[config.mk]
export PLATFORM = sky130hd
export DESIGN_NAME = hi_wb_initiator
export DESIGN_NICKNAME = d
export VERILOG_FILES = /design/src/rtl/hi_wb_initiator.sv
export SDC_FILE = /design/constraint.sdc
export NUM_CORES = 1
export LEC_CHECK = 0
export BUFFER_PORTS_ARGS = -buffer_cell sky130_fd_sc_hd__buf_4
export CORE_MARGIN = 5
export CORE_UTILIZATION = 32
export DETAILED_ROUTE_END_ITERATION = 12
export PLACE_DENSITY = 0.68
export SLEW_MARGIN = 20
export SYNTH_ARGS = -nofsm -noshare
export SYNTH_HDL_FRONTEND = slang
export SYNTH_SLANG_ARGS = --single-unit
export TNS_END_PERCENT = 20
[constraint.sdc]
create_clock -name wb_clk_i -period 4.4 [get_ports wb_clk_i]
set_clock_uncertainty 0.15 [all_clocks]
set_input_delay 0.66 -clock wb_clk_i [delete_from_list [all_inputs] [get_ports wb_clk_i]]
set_output_delay 0.66 -clock wb_clk_i [all_outputs]
set_load 0.05 [all_outputs]
[src/rtl/hi_wb_initiator.sv]
// hi_wb_initiator: Wishbone classic initiator that converts a valid/ready
// command stream into single 32-bit bus cycles and returns each result on a
// valid/ready response stream. One transaction is outstanding at a time and
// a bounded ack timeout guarantees forward progress.
// Optional feature macro: HI_WB_INITIATOR_STATS_EN adds the stat_txn/stat_tmo
// transaction and timeout counters.
module hi_wb_initiator #(
  parameter int unsigned TIMEOUT_CYCLES = 16,
  parameter logic [31:0] ERR_DATA       = 32'hFFFF_FFFF
) (
  input  logic        wb_clk_i,
  input  logic        wb_rst_i,
  input  logic        cmd_valid,
  output logic        cmd_ready,
  input  logic        cmd_we,
  input  logic [31:0] cmd_adr,
  input  logic [31:0] cmd_dat,
  input  logic [3:0]  cmd_sel,
  output logic        rsp_valid,
  input  logic        rsp_ready,
  output logic [31:0] rsp_dat,
  output logic        rsp_err,
  output logic        wbm_cyc_o,
  output logic        wbm_stb_o,
  output logic        wbm_we_o,
  output logic [3:0]  wbm_sel_o,
  output logic [31:0] wbm_adr_o,
  output logic [31:0] wbm_dat_o,
  input  logic        wbm_ack_i,
  input  logic [31:0] wbm_dat_i
`ifdef HI_WB_INITIATOR_STATS_EN
  ,
  output logic [15:0] stat_txn,
  output logic [15:0] stat_tmo
`endif
);

  localparam int unsigned TIMER_W = 16;
  localparam bit          TMO_EN  = (TIMEOUT_CYCLES != 0);
  // Timer value seen during the last cycle stb may stay high without ack.
  localparam logic [TIMER_W-1:0] TMO_LAST =
    TMO_EN ? TIMER_W'(TIMEOUT_CYCLES - 1) : TIMER_W'(0);

  typedef enum logic [1:0] {
    S_IDLE = 2'd0,
    S_BUS  = 2'd1,
    S_RESP = 2'd2
  } state_e;

  state_e state_q, state_d;

  logic               cmd_ready_q, cmd_ready_d;
  logic               rsp_valid_q, rsp_valid_d;
  logic [31:0]        rsp_dat_q,   rsp_dat_d;
  logic               rsp_err_q,   rsp_err_d;
  logic               cyc_q,       cyc_d;
  logic               stb_q,       stb_d;
  logic               we_q,        we_d;
  logic [3:0]         sel_q,       sel_d;
  logic [31:0]        adr_q,       adr_d;
  logic [31:0]        dat_q,       dat_d;
  logic [TIMER_W-1:0] timer_q,     timer_d;
`ifdef HI_WB_INITIATOR_STATS_EN
  logic [15:0]        stat_txn_q,  stat_txn_d;
  logic [15:0]        stat_tmo_q,  stat_tmo_d;
`endif

  logic cmd_fire_c;
  logic ack_hit_c;
  logic tmo_hit_c;
  logic rsp_fire_c;

  // Handshake and bus-completion events for the current cycle.
  always_comb begin
    cmd_fire_c = (state_q == S_IDLE) && cmd_valid && cmd_ready_q;
    ack_hit_c  = (state_q == S_BUS) && wbm_ack_i;
    tmo_hit_c  = (state_q == S_BUS) && !wbm_ack_i && TMO_EN && (timer_q >= TMO_LAST);
    rsp_fire_c = (state_q == S_RESP) && rsp_valid_q && rsp_ready;
  end

  // State register.
  always_ff @(posedge wb_clk_i) begin
    if (wb_rst_i) begin
      state_q <= S_IDLE;
    end else begin
      state_q <= state_d;
    end
  end

  // Next-state logic; an ack in the timeout cycle takes priority.
  always_comb begin
    state_d = state_q;
    unique case (state_q)
      S_IDLE: if (cmd_fire_c) state_d = S_BUS;
      S_BUS:  if (ack_hit_c || tmo_hit_c) state_d = S_RESP;
      S_RESP: if (rsp_fire_c) state_d = S_IDLE;
      default: state_d = S_IDLE;
    endcase
  end

  // Output and datapath next values, all registered below.
  always_comb begin
    cmd_ready_d = (state_d == S_IDLE);
    rsp_valid_d = (state_d == S_RESP);
    cyc_d       = (state_d == S_BUS);
    stb_d       = (state_d == S_BUS);
    rsp_dat_d   = rsp_dat_q;
    rsp_err_d   = rsp_err_q;
    we_d        = we_q;
    sel_d       = sel_q;
    adr_d       = adr_q;
    dat_d       = dat_q;
    timer_d     = timer_q;
`ifdef HI_WB_INITIATOR_STATS_EN
    stat_txn_d  = stat_txn_q;
    stat_tmo_d  = stat_tmo_q;
`endif

    if (cmd_fire_c) begin
      we_d    = cmd_we;
      sel_d   = cmd_sel;
      adr_d   = cmd_adr;
      dat_d   = cmd_dat;
      timer_d = '0;
    end

    if ((state_q == S_BUS) && stb_q && (timer_q != {TIMER_W{1'b1}})) begin
      timer_d = timer_q + TIMER_W'(1);
    end

    if (ack_hit_c) begin
      rsp_dat_d = we_q ? 32'h0 : wbm_dat_i;
      rsp_err_d = 1'b0;
    end else if (tmo_hit_c) begin
      rsp_dat_d = ERR_DATA;
      rsp_err_d = 1'b1;
    end

`ifdef HI_WB_INITIATOR_STATS_EN
    if (ack_hit_c || tmo_hit_c) stat_txn_d = stat_txn_q + 16'd1;
    if (tmo_hit_c)              stat_tmo_d = stat_tmo_q + 16'd1;
`endif
  end

  // Output and datapath registers.
  always_ff @(posedge wb_clk_i) begin
    if (wb_rst_i) begin
      cmd_ready_q <= 1'b0;
      rsp_valid_q <= 1'b0;
      rsp_dat_q   <= '0;
      rsp_err_q   <= 1'b0;
      cyc_q       <= 1'b0;
      stb_q       <= 1'b0;
      we_q        <= 1'b0;
      sel_q       <= '0;
      adr_q       <= '0;
      dat_q       <= '0;
      timer_q     <= '0;
`ifdef HI_WB_INITIATOR_STATS_EN
      stat_txn_q  <= '0;
      stat_tmo_q  <= '0;
`endif
    end else begin
      cmd_ready_q <= cmd_ready_d;
      rsp_valid_q <= rsp_valid_d;
      rsp_dat_q   <= rsp_dat_d;
      rsp_err_q   <= rsp_err_d;
      cyc_q       <= cyc_d;
      stb_q       <= stb_d;
      we_q        <= we_d;
      sel_q       <= sel_d;
      adr_q       <= adr_d;
      dat_q       <= dat_d;
      timer_q     <= timer_d;
`ifdef HI_WB_INITIATOR_STATS_EN
      stat_txn_q  <= stat_txn_d;
      stat_tmo_q  <= stat_tmo_d;
`endif
    end
  end

  assign cmd_ready = cmd_ready_q;
  assign rsp_valid = rsp_valid_q;
  assign rsp_dat   = rsp_dat_q;
  assign rsp_err   = rsp_err_q;
  assign wbm_cyc_o = cyc_q;
  assign wbm_stb_o = stb_q;
  assign wbm_we_o  = we_q;
  assign wbm_sel_o = sel_q;
  assign wbm_adr_o = adr_q;
  assign wbm_dat_o = dat_q;
`ifdef HI_WB_INITIATOR_STATS_EN
  assign stat_txn  = stat_txn_q;
  assign stat_tmo  = stat_tmo_q;
`endif

endmodule

==> out/results.ini <==
[status]
status=completed

[floorplan]
die_w_um=133
start_util=0.329
num_rows=44
io_pins=212
die_y_um=133
core_um2=14600
die-area_um2=17600

[clocking]
cts-hold-fix-buffers=0
post_cts_buffers=0
clk_latency_ps=410
clock_sinks=123
clkTransAtPathRegs_ps=50
clock_path_buffers=2
cts_resized=0
cts.htree.levels=4
cts_made_buffers=17
cts_tree=yes
root_buffer=clkbuf_16

[worst_setup_path]
startpoint_type=flop
reg2reg_slack_ps=2120
worstPathMaxFanout=49
setup.worst_path.end_class=flop
rr_endpoint=wbm_dat_o[31]
reg2regPathDepth=5
r2r-start=state_q[0]
cp.arrival_ps=2390
path_class=reg2reg
worstPathRequired_ps=4510

[synthesis]
synth-seq-cells=123
synth.distinct_cells=50
ys_top_cells_by_area=dfxtp_1 51%, nand2_1 13%, a21oi_1 7.9%
ys_seq_area_frac=0.511
postSynthAreaPerCell_um2=8.33
synth_top_area_frac=0.511
syn-cell-area_um2=4820
ys.flop_type=dfxtp_1
synth_edf_count=0
yosysWarnings=0
yosysTopAreaCell=dfxtp_1
synthCells=579
synthArstFlopShare=0
syn_nets=686

[power]
peakVddDrop_mv=0.259
power_frac_seq=0.385
p_switching_uw=847
pwr_density_cell_nw_per_um2=438
power_frac_clock=0.456
swShare=0.273
p_leak_nw=2.93
p_int_mw=2.26
combPwrFrac=0.159

[routing]
drt-wirelength-per-cell_um=15.3
drt_iter0_markers=248
wl_mm=14.8
avgViaCountPerCell=4.88
drtPass1Iterations=5
vias=4715
postRouteAntennaNets=0
drc_errors=0

[global_route]
grt_pass1_wl_mm=23.1
antenna_found_initial=0
grt_remaining_overflow=0
grt_max_degree=72
grt_pass1_vias=4438
grt_usage=0.163

[sta]
finalHoldViolCount=0
fin_hold_ws_ps=302
period_minus_slack_ps=2280
tightest_slew_ps=1010
relSlewSlack=0.329
rsz0062_at_grt=false
setup_tns_ps=0
setup_viol=0
timing.fmax_mhz=439
min_period_over_period=0.517
slew_viol_final=0

[finish]
drive_gt1_frac=0.329
fin_cells=966
final_common_cell=buf_4
register_area_um2=2460
area_growth_pct=47.1
fillers=1437
antenna_cells=0
multi_input_area_um2=2140
layout_common_cells=218 x buf_4, 172 x nand2_1, 123 x dfxtp_1
final_nets=876

[place]
routabilityCongestion=0.804
dpl.hpwl_mm=10.1
io_buffers=211
placedCellCount=934

[worst_hold_path]
hold_path.class=reg2reg
holdCritStartpoint=wbm_sel_o[3]
worst_hold_path.endpoint=wbm_sel_o[3]
hold_depth=2

[flow_run]
cap_violations=0

metrics by stage:
step,setup WS (ps),instance area [µm²],utilization,power [mW]
after floorplan,2360,4820,-,1.53
after global placement,1810,6490,0.443,1.71
after detailed placement,1820,6490,0.443,1.72
after CTS,2060,7090,0.484,3.15
after global routing,1870,7090,0.484,3.24
final,2120,7090,0.484,3.11
state kept, by name, summed over array words and instances, names as in the netlist:
register,cells
rsp_valid,1
rsp_err,1
cmd_ready,1
state_q,2
wbm_adr_o,32
rsp_dat,32
wbm_we_o,1
timer_q,16
wbm_dat_o,32
wbm_stb_o,1
wbm_sel_o,4
per-layer routing:
layer	global-route usage	routed length [µm]
met1	0.188	5900
met4	0.0572	354
met5	0	0
met2	0.267	7300
met3	0.0729	1220
critical path: stages (launching register included):
cell     delay, ps
dfxtp_1        340
nor2_1         140
nand3_2        770
buf_4          540
nand2_1        100
a21oi_1         60
power by group through the flow:
stage	Sequential (mW)	Clock, mW	Combinational, mW
global placement	1.22	0	0.495
CTS	1.20	1.46	0.497
global route	1.20	1.51	0.525
detailed placement	1.22	0	0.497
finish	1.20	1.42	0.493
floorplan	1.39	0	0.135
cell type report:
type	instances	share of cell area
Tap cell	184	0.0325
Timing Repair Buffer	218	0.231
Clock buffer	22	0.0654
Sequential cell	123	0.347
Clock inverter	10	0.0198
Multi-Input combinational cell	405	0.302
Inverter	4	0.00212
logic make-up after synthesis:
| kind of cell | share of synthesized area |
|---|---|
| simple gates | 0.256 |
| xor+xnor | 0.00363 |
| compound gates | 0.176 |
| buf+inv | 0.0462 |
| fa+ha+maj | 0.00259 |
| mux | 0.00441 |
| flops | 0.511 |
cells in the mapped netlist, drive strengths merged (3+ instances only):
master  number
nand2      173
nor2         8
clkbuf      31
inv          4
nor3b        3
nor4         7
nand2b       5
nand3b      29
buf         16
a211o        7
a31oi       30
dfxtp      123
o211ai       5
a221oi       4
nor3         6
a21oi       76
a211oi       3
nand3        9
nand4        7
how the worst max path moves through the flow:
stage | from | to | slack [ps]
final | state_q[0] | wbm_dat_o[31] | 2120
after global routing | state_q[0] | wbm_adr_o[16] | 1870
after CTS | state_q[0] | rsp_dat[30] | 2060
after detailed placement | cmd_valid | wbm_dat_o[31] | 1820
after global placement | cmd_valid | wbm_we_o | 1810
after floorplan | cmd_ready | timer_q[15] | 2360
No activity file was read; power rests on OpenSTA's default activity.
